<file path="src/rtl/mult_pipe_unit.sv">
// Pipelined RV32M multiply unit (MUL/MULH/MULHSU/MULHU) with hold, flush and an in-flight rd mask.
// Define MULT_PIPE_FUSE_EN to reuse the previous product for a MUL on identical operands.
module mult_pipe_unit #(
  parameter int XLEN   = 32,
  parameter int STAGES = 3,
  parameter int REG_W  = 5
) (
  input  logic                     clk,
  input  logic                     rst,
  input  logic                     in_valid,
  output logic                     in_ready,
  input  logic [1:0]               op,
  input  logic [XLEN-1:0]          a,
  input  logic [XLEN-1:0]          b,
  input  logic [REG_W-1:0]         rd_addr_i,
  input  logic                     hold,
  input  logic                     flush,
  output logic                     out_valid,
  output logic [XLEN-1:0]          out_data,
  output logic [REG_W-1:0]         out_rd,
  output logic [(1<<REG_W)-1:0]    pending_mask,
  output logic                     fuse_hit
);

  localparam int PW   = 2 * XLEN;
  localparam int NREG = 1 << REG_W;

  logic             accept_s;
  logic             fuse_s;
  logic             sa_s;
  logic             sb_s;
  logic [PW-1:0]    a_w_s;
  logic [PW-1:0]    b_w_s;
  logic [PW-1:0]    prod_s;

  logic             feed_vld_s;
  logic             feed_fus_s;
  logic [1:0]       feed_op_s;
  logic [REG_W-1:0] feed_rd_s;
  logic [PW-1:0]    feed_prod_s;
  logic [XLEN-1:0]  res_s;

  logic [NREG-1:0]  pipe_mask_s;
  logic [NREG-1:0]  out_mask_s;
  logic [NREG-1:0]  pend_s;

  logic             out_vld_q;
  logic             out_fus_q;
  logic [XLEN-1:0]  out_data_q;
  logic [REG_W-1:0] out_rd_q;

  assign accept_s = in_valid & ~hold & ~flush;
  assign in_ready = ~hold;

  // Extending to 2*XLEN before multiplying gives the same low 2*XLEN bits as the (XLEN+1)-bit signed product.
  always_comb begin
    sa_s   = (op != 2'b11);
    sb_s   = (op[1] == 1'b0);
    a_w_s  = {{XLEN{sa_s & a[XLEN-1]}}, a};
    b_w_s  = {{XLEN{sb_s & b[XLEN-1]}}, b};
    prod_s = a_w_s * b_w_s;
  end

`ifdef MULT_PIPE_FUSE_EN
  logic [XLEN-1:0] tag_a_q;
  logic [XLEN-1:0] tag_b_q;
  logic            tag_vld_q;
  logic [PW-1:0]   last_prod_q;

  assign fuse_s = tag_vld_q & (op == 2'b00) & (a == tag_a_q) & (b == tag_b_q);

  // Operand tag of the most recently accepted op
  always_ff @(posedge clk or negedge rst) begin
    if (!rst) begin
      tag_a_q   <= '0;
      tag_b_q   <= '0;
      tag_vld_q <= 1'b0;
    end else if (flush) begin
      tag_vld_q <= 1'b0;
    end else if (accept_s) begin
      tag_a_q   <= a;
      tag_b_q   <= b;
      tag_vld_q <= 1'b1;
    end
  end

  // Full product of the last multiplier-computed op to retire
  always_ff @(posedge clk or negedge rst) begin
    if (!rst) begin
      last_prod_q <= '0;
    end else if (!flush && !hold && feed_vld_s && !feed_fus_s) begin
      last_prod_q <= feed_prod_s;
    end
  end

  // Result select; a fused MUL takes the low half of the previous product
  always_comb begin
    if (feed_fus_s) begin
      res_s = last_prod_q[XLEN-1:0];
    end else if (feed_op_s == 2'b00) begin
      res_s = feed_prod_s[XLEN-1:0];
    end else begin
      res_s = feed_prod_s[PW-1:XLEN];
    end
  end
`else
  assign fuse_s = 1'b0;

  // Result select: MUL low half, MULH family high half
  always_comb begin
    if (feed_op_s == 2'b00) begin
      res_s = feed_prod_s[XLEN-1:0];
    end else begin
      res_s = feed_prod_s[PW-1:XLEN];
    end
  end
`endif

  generate
    if (STAGES > 1) begin : g_pipe
      localparam int PD = STAGES - 1;

      logic [PD-1:0]    vld_q;
      logic [PD-1:0]    fus_q;
      logic [1:0]       op_q   [PD];
      logic [REG_W-1:0] rd_q   [PD];
      logic [PW-1:0]    prod_q [PD];

      // Stage valid bits: flush beats hold, hold freezes
      always_ff @(posedge clk or negedge rst) begin
        if (!rst) begin
          vld_q <= '0;
        end else if (flush) begin
          vld_q <= '0;
        end else if (!hold) begin
          vld_q[0] <= accept_s;
          for (int i = 1; i < PD; i++) begin
            vld_q[i] <= vld_q[i-1];
          end
        end
      end

      // Stage payload; the product register is not loaded for a fused op
      always_ff @(posedge clk or negedge rst) begin
        if (!rst) begin
          fus_q <= '0;
          for (int i = 0; i < PD; i++) begin
            op_q[i]   <= 2'b00;
            rd_q[i]   <= '0;
            prod_q[i] <= '0;
          end
        end else if (!hold) begin
          if (accept_s) begin
            op_q[0]  <= op;
            rd_q[0]  <= rd_addr_i;
            fus_q[0] <= fuse_s;
            if (!fuse_s) begin
              prod_q[0] <= prod_s;
            end
          end
          for (int i = 1; i < PD; i++) begin
            op_q[i]   <= op_q[i-1];
            rd_q[i]   <= rd_q[i-1];
            fus_q[i]  <= fus_q[i-1];
            prod_q[i] <= prod_q[i-1];
          end
        end
      end

      assign feed_vld_s  = vld_q[PD-1];
      assign feed_fus_s  = fus_q[PD-1];
      assign feed_op_s   = op_q[PD-1];
      assign feed_rd_s   = rd_q[PD-1];
      assign feed_prod_s = prod_q[PD-1];

      // One-hot rd decode of every valid internal stage
      always_comb begin
        pipe_mask_s = '0;
        for (int i = 0; i < PD; i++) begin
          pipe_mask_s[rd_q[i]] = pipe_mask_s[rd_q[i]] | vld_q[i];
        end
      end
    end else begin : g_direct
      assign feed_vld_s  = accept_s;
      assign feed_fus_s  = fuse_s;
      assign feed_op_s   = op;
      assign feed_rd_s   = rd_addr_i;
      assign feed_prod_s = prod_s;
      assign pipe_mask_s = '0;
    end
  endgenerate

  // Retire stage: payload updates only on a valid retire, otherwise holds
  always_ff @(posedge clk or negedge rst) begin
    if (!rst) begin
      out_vld_q  <= 1'b0;
      out_fus_q  <= 1'b0;
      out_data_q <= '0;
      out_rd_q   <= '0;
    end else if (flush) begin
      out_vld_q <= 1'b0;
    end else if (!hold) begin
      out_vld_q <= feed_vld_s;
      if (feed_vld_s) begin
        out_data_q <= res_s;
        out_rd_q   <= feed_rd_s;
        out_fus_q  <= feed_fus_s;
      end
    end
  end

  // The retiring op still counts as in flight; x0 never stalls anyone
  always_comb begin
    out_mask_s           = '0;
    out_mask_s[out_rd_q] = out_vld_q;
    pend_s               = pipe_mask_s | out_mask_s;
  end

  assign pending_mask = {pend_s[NREG-1:1], 1'b0};
  assign out_valid    = out_vld_q & ~hold;
  assign out_data     = out_data_q;
  assign out_rd       = out_rd_q;
  assign fuse_hit     = out_valid & out_fus_q;

endmodule

</file>
<file path="config.mk">
export PLATFORM = sky130hd
export DESIGN_NAME = mult_pipe_unit
export DESIGN_NICKNAME = d
export VERILOG_FILES = /design/src/rtl/mult_pipe_unit.sv
export SDC_FILE = /design/constraint.sdc
export NUM_CORES = 2
export LEC_CHECK = 0
export CELL_PAD_IN_SITES_DETAIL_PLACEMENT = 0
export CELL_PAD_IN_SITES_GLOBAL_PLACEMENT = 1
export CORE_MARGIN = 5
export CORE_UTILIZATION = 51
export CTS_CLUSTER_SIZE = 8
export DETAILED_ROUTE_END_ITERATION = 10
export GPL_ROUTABILITY_DRIVEN = 0
export HOLD_SLACK_MARGIN = 0.15
export PLACE_DENSITY_LB_ADDON = 0.1
export SETUP_SLACK_MARGIN = 0.4
export SYNTH_ARGS = -nofsm -noshare
export SYNTH_HDL_FRONTEND = slang
export SYNTH_SLANG_ARGS = --single-unit
</file>
<file path="constraint.sdc">
create_clock -name clk -period 2.1 [get_ports clk]
set_input_delay 0.21 -clock clk [delete_from_list [all_inputs] [get_ports clk]]
set_output_delay 0.21 -clock clk [all_outputs]
set_load 0.02 [all_outputs]
</file>
* Word-level counts from Yosys, hierarchy flattened
Memory sizes are Yosys's and may differ from the RTL's.
Index checks and enable logic that the tools add are counted.
W data, S select, Z words.
** Cells by class
- Multipliers :: 1
- $lt $le $gt $ge :: 6
- Equality and inequality tests :: 2
- Multiplexer cells :: 15
- Bitwise operators :: 13
- Reduce and logical (&&, ||, !) cells :: 6
** Operator list (count)
- $and A32 B32 Y32 :: 2
- $mul A33 B33 Y64 :: 1
- $bwmux W32 :: 1
- $mux W32 :: 1
- $or A32 B32 Y32 :: 1
- $lt A5 B6 Y1 const B :: 3
- $demux W1 S5 :: 3
- $ge A5 B1 Y1 const B :: 3
- $mux W1 :: 7
- $and A1 B1 Y1 :: 5
- $bmux W1 S5 :: 1
- $mux W2 :: 2
- $logic_and A1 B1 Y1 :: 3
- $not A1 Y1 :: 3
- $reduce_and A3 Y1 :: 1
- $logic_not A2 Y1 :: 1
- $ne A2 B1 Y1 const B :: 1
- $ne A2 B2 Y1 const B :: 1
- $or A1 B1 Y1 :: 2
- $reduce_and A2 Y1 :: 1
** Word-level totals
- Bits in registers :: 182
- Memory bits (read-only) :: 32
- Input port bits :: 76
- Memories :: 1
** Memories
- (name not given) :: words 32, width 1, read ports 1, clocked after memory_dff 0, wr ports 0, RTL line 180 : pipe_mask_s[rd_q[i]] = pipe_mask_s[rd_q[i]] | vld_q[i];

* Logic depth before layout (Yosys ltp)
- Depth in word-level cells :: 10
- Depth in mapped cells :: 30
- Mapped depth without buffers :: 29

* Worst setup path after synthesis
No wires, ideal clock.
- Path kind :: in2reg
- Start :: input port a[31]
- End :: register g_pipe.prod_q[124] (netlist bit)
- Library setup time :: 0.124 ns
- Data arrival time :: 7.836 ns
- Data required time :: 1.976 ns
- Slack :: -5.860 ns
- Stages on the path :: 28
- Cell sequence :: a21boi_0 > clkbuf_1 > nand2_1 > inv_1 > fa_1 > inv_1 > fa_1 > inv_1 > fa_1 > fa_1 > fa_1 > fa_1 > fa_1 > inv_1 > fa_1 > inv_1 > ha_1 > buf_6 > a21oi_4 > o221ai_2 > a2111o_1 > a221o_1 > or4_1 > a21oi_2 > a21oi_2 > a211oi_2 > nor4b_1 > a211o_1
** Between the ends
- Longest elaborated chain between the ends :: 2
** RTL lines
- start: declaration :: RTL line 13 : input logic [XLEN-1:0] a,
- $and A1 B1 Y1 :: RTL line 59 : a_w_s = {{XLEN{sa_s & a[XLEN-1]}}, a};
- $mul A33 B33 Y64 (*) :: RTL line 61 : prod_s = a_w_s * b_w_s;
- end signal: indexed assignment :: RTL line 165 : prod_q[i] <= prod_q[i-1];
- end: declaration :: RTL line 127 : logic [PW-1:0] prod_q [PD];
Every way passes the cells marked *; elsewhere a longest branch is shown, timed or not.
A chain may end at the register's enable or synchronous reset.

* Worst setup path after layout
- Start :: input port b[11]
- End :: register g_pipe.prod_q[122] (netlist bit)
** Between the ends
- Longest elaborated chain between the ends :: 1
** RTL lines
- start: declaration :: RTL line 14 : input logic [XLEN-1:0] b,
- $mul A33 B33 Y64 :: RTL line 61
No other way between the ends.

==> results.cfg <==
[worst_setup_path]
critical_path_required_ns = 2.40
r2r-end = out_data[5]$_DFFE_PN0P_
r2r_cells = 4
worstReg2RegStart = feed_op_s[1]$_DFFE_PN0N_
cp-startpoint = b[11]
r2r_setup_slack_ns = 0.44
endpoint = g_pipe.prod_q[122]$_DFFE_PN0P_
cp-end-kind = flip-flop
start_kind = primary input
path_max_fanout = 8
critical_path_class = in -> reg
cp.arrival_ns = 7.74

[final_layout]
synth_to_layout_area_growth_pct = 26.7
fillerInstances = 7509
nNetsFinal = 7013
final_layout_size_suffix_gt1_share_pct = 24.6
num_antenna_cells = 0

[clock_tree]
cts-htree-levels = 4
cts_buffers = 17
cts_tree = built
clk_transition_reported_paths_ns = 0.07
sinks_on_the_clock_net = 182
root_cell_of_the_clock_tree = clkbuf_16
insertion_delay_of_the_later_clocked_pin_in_the_worst_skew_pair_ns = 0.43
longest_clk_path_bufs = 2

[route]
viasPerCell = 5.26
detail-route-antenna-nets = 0
route.detailed.drc = 0
routed_wire_length_per_instance_um = 21.3
drtPass1Iterations = 7
drt_iter0_markers = 2230
routed_wl_um = 145000
route.vias.total = 35733

[yosys]
synth-edff-count = 0
netlist.area_leader.share_pct = 48.7
synthesized_netlist_cell_count = 4975
synthDominantAreaCellType = fa_1
average_size_of_a_mapped_cell_um2 = 9.29
part_of_the_yosys_area_used_for_sequential_elements_pct = 9.85
synth_ff_type = dfrtp_1
synth.distinct_cells = 69
synth_area_leaders = fa_1 (49%), dfrtp_1 (9.9%), inv_1 (9.1%)
syn-cell-area_um2 = 46200
synth-async-reset-ratio_pct = 100
synth-seq-cells = 182
synth.yosys.warnings = 0

[sta]
layout_worst_path_cycle_share_pct = 354
slew_headroom_pct = 59.1
finalHoldViolCount = 0
setup-violations-final = 92
achievable-frequency_mhz = 134
rsz0062_at_grt = true
timing_max_transition_violations_final = 0
worst_pin_slew_ns = 0.613
fin_skew_ns = 0.0121
min_period_ns = 7.44
layout_setup_ws_ns = -5.34

[placement]
port-buffer-count = 145
place.detailed.hpwl_um = 113000
place_worst_setup_slack_ns = -6.42

[floorplan]
initial_core_util_pct = 51.4
core_region_area_um2 = 90000
die_width_um = 311
die_height_um = 311
die_area_um2 = 96800
floorplan.io_pins = 148
fp-row-count = 110

[global_routing]
initial_antenna_violation_count = 4
track_usage_pct = 30.4
grt_pass1_vias = 38461
maximum_number_of_pins_on_one_net_before_global_route_repair = 75
gr-total-overflow = 0
grt_pass1_wl_um = 228000

[outcome]
status = complete, but fails checks
violations = negative setup slack

[min_path]
timing.hold.worst.start = op[0]
worst_hold_path_type = in -> reg

[job]
max_cap_violations = 0
## registers in the layout, indices dropped and copies added, names as in the netlist
| signal | count |
|---|---|
| out_data | 32 |
| g_pipe.rd_q | 5 |
| out_rd | 5 |
| g_pipe.op_q | 2 |
| feed_prod_s | 64 |
| g_pipe.vld_q | 2 |
| out_vld_q | 1 |
| g_pipe.prod_q | 64 |
| feed_op_s | 2 |
| feed_rd_s | 5 |
## stage by stage
step	area, um2	TNS [ns]	std cells	util [%]	hold WS, ns
2_1_floorplan	47900	-230.96	4976	-	-0.0856
3_3_place_gp	54300	-316.77	6598	60.4	0.271
3_5_place_dp	54300	-318.68	6598	60.4	0.275
4_1_cts	58300	-273.24	6777	64.8	0.263
5_1_grt	58600	-281.41	6789	65.1	0.261
6_report	58600	-264.75	6789	65.1	0.280
## critical path, cell delays in order
cell and delay [ns]:
clkdlybuf4s15_2 0.20, buf_12 0.15, buf_4 0.15, and2_1 0.16, fa_1 0.48, inv_1 0.05
fa_1 0.53, inv_1 0.06, fa_1 0.53, inv_1 0.05, fa_1 0.50, inv_1 0.08
fa_1 0.50, fa_2 0.54, fa_1 0.43, fa_1 0.56, ha_4 0.23, inv_2 0.06
o221ai_2 0.10, a2111o_1 0.40, a221o_1 0.38, or4_4 0.52, a21oi_4 0.20, a21oi_2 0.09
buf_4 0.15, a31oi_4 0.15, xor2_1 0.16, o21ai_1 0.07
## worst min path at each step
| stage | slack [ns] | cells after the start | endpoint |
|---|---|---|---|
| CTS | 0.26 | 4 | g_pipe.op_q[2]$_DFFE_PN0P_ |
| finish | 0.28 | 4 | g_pipe.op_q[2]$_DFFE_PN0P_ |
| global placement | 0.27 | 1 | out_data[29]$_DFFE_PN0P_ |
| detailed placement | 0.27 | 1 | out_data[28]$_DFFE_PN0P_ |
| floorplan | -0.09 | 0 | feed_op_s[0]$_DFFE_PN0N_ |
| global route | 0.26 | 4 | g_pipe.op_q[2]$_DFFE_PN0P_ |
## layout by cell type (no fill, tap or decap), types with 76 or more instances in the layout
cell and count:
inv_1 1072, nor2_1 91, dfrtp_1 179, and2_1 371, mux2_2 76, nand2_1 810
buf_6 84, ha_1 152, buf_4 554, buf_12 93, fa_1 1060
## synth_stat cells (77+ instances only)
library cell / n
a21oi_1: 84
clkbuf_1: 258
inv_1: 1126
fa_1: 1125
and2_1: 401
ha_1: 212
mux2_2: 77
o21ai_0: 88
nand2_1: 848
nand3_1: 83
dfrtp_1: 182
nor2_1: 104
## area by class of cell
cell class,count,area [um2],share of cell area (%)
Timing Repair Buffer,888,9200,15.7
Inverter,1126,4240,7.25
Tap cell,1176,1470,2.51
Clock inverter,15,160,0.273
Multi-Input combinational cell,3385,38500,65.8
Sequential cell,182,4560,7.78
Clock buffer,17,425,0.726
## cells by family (layout without fill, tap and decap cells)
| kind of cell | Yosys count | in the layout | synth area share, % |
|---|---|---|---|
| mux | 113 | 113 | 2.66 |
| buf+inv | 1409 | 2046 | 11.6 |
| flops | 182 | 182 | 9.85 |
| other cells | 1 | 2 | 0.00811 |
| simple gates | 1534 | 1534 | 15.5 |
| xor+xnor | 74 | 74 | 1.40 |
| fa+ha+maj | 1337 | 1337 | 54.5 |
| compound gates | 325 | 325 | 4.49 |
## metal layers
layer	track usage, %	part of all wire [%]	vias up	wire length [um]
met5	0	0.014	-	20
met4	9.27	3.9	2	5610
met3	6.24	7.6	256	11100
met2	49.7	47	1147	68200
met1	41.4	41	18500	59600
li1	-	-	15828	-
## repair_timing
action                                  CTS  global route
endpoints found under the setup margin   99           103
resized for setup                       723           119
hold buffers                              1             0
gates cloned                             33             0
pin swaps                               218            59
buffers inserted                        113            12
endpoints found under the hold margin    67             0
Power is left out: the tool's default activity adds up to more than one toggle a clock period on the data nets, which glitch-free logic cannot reach.
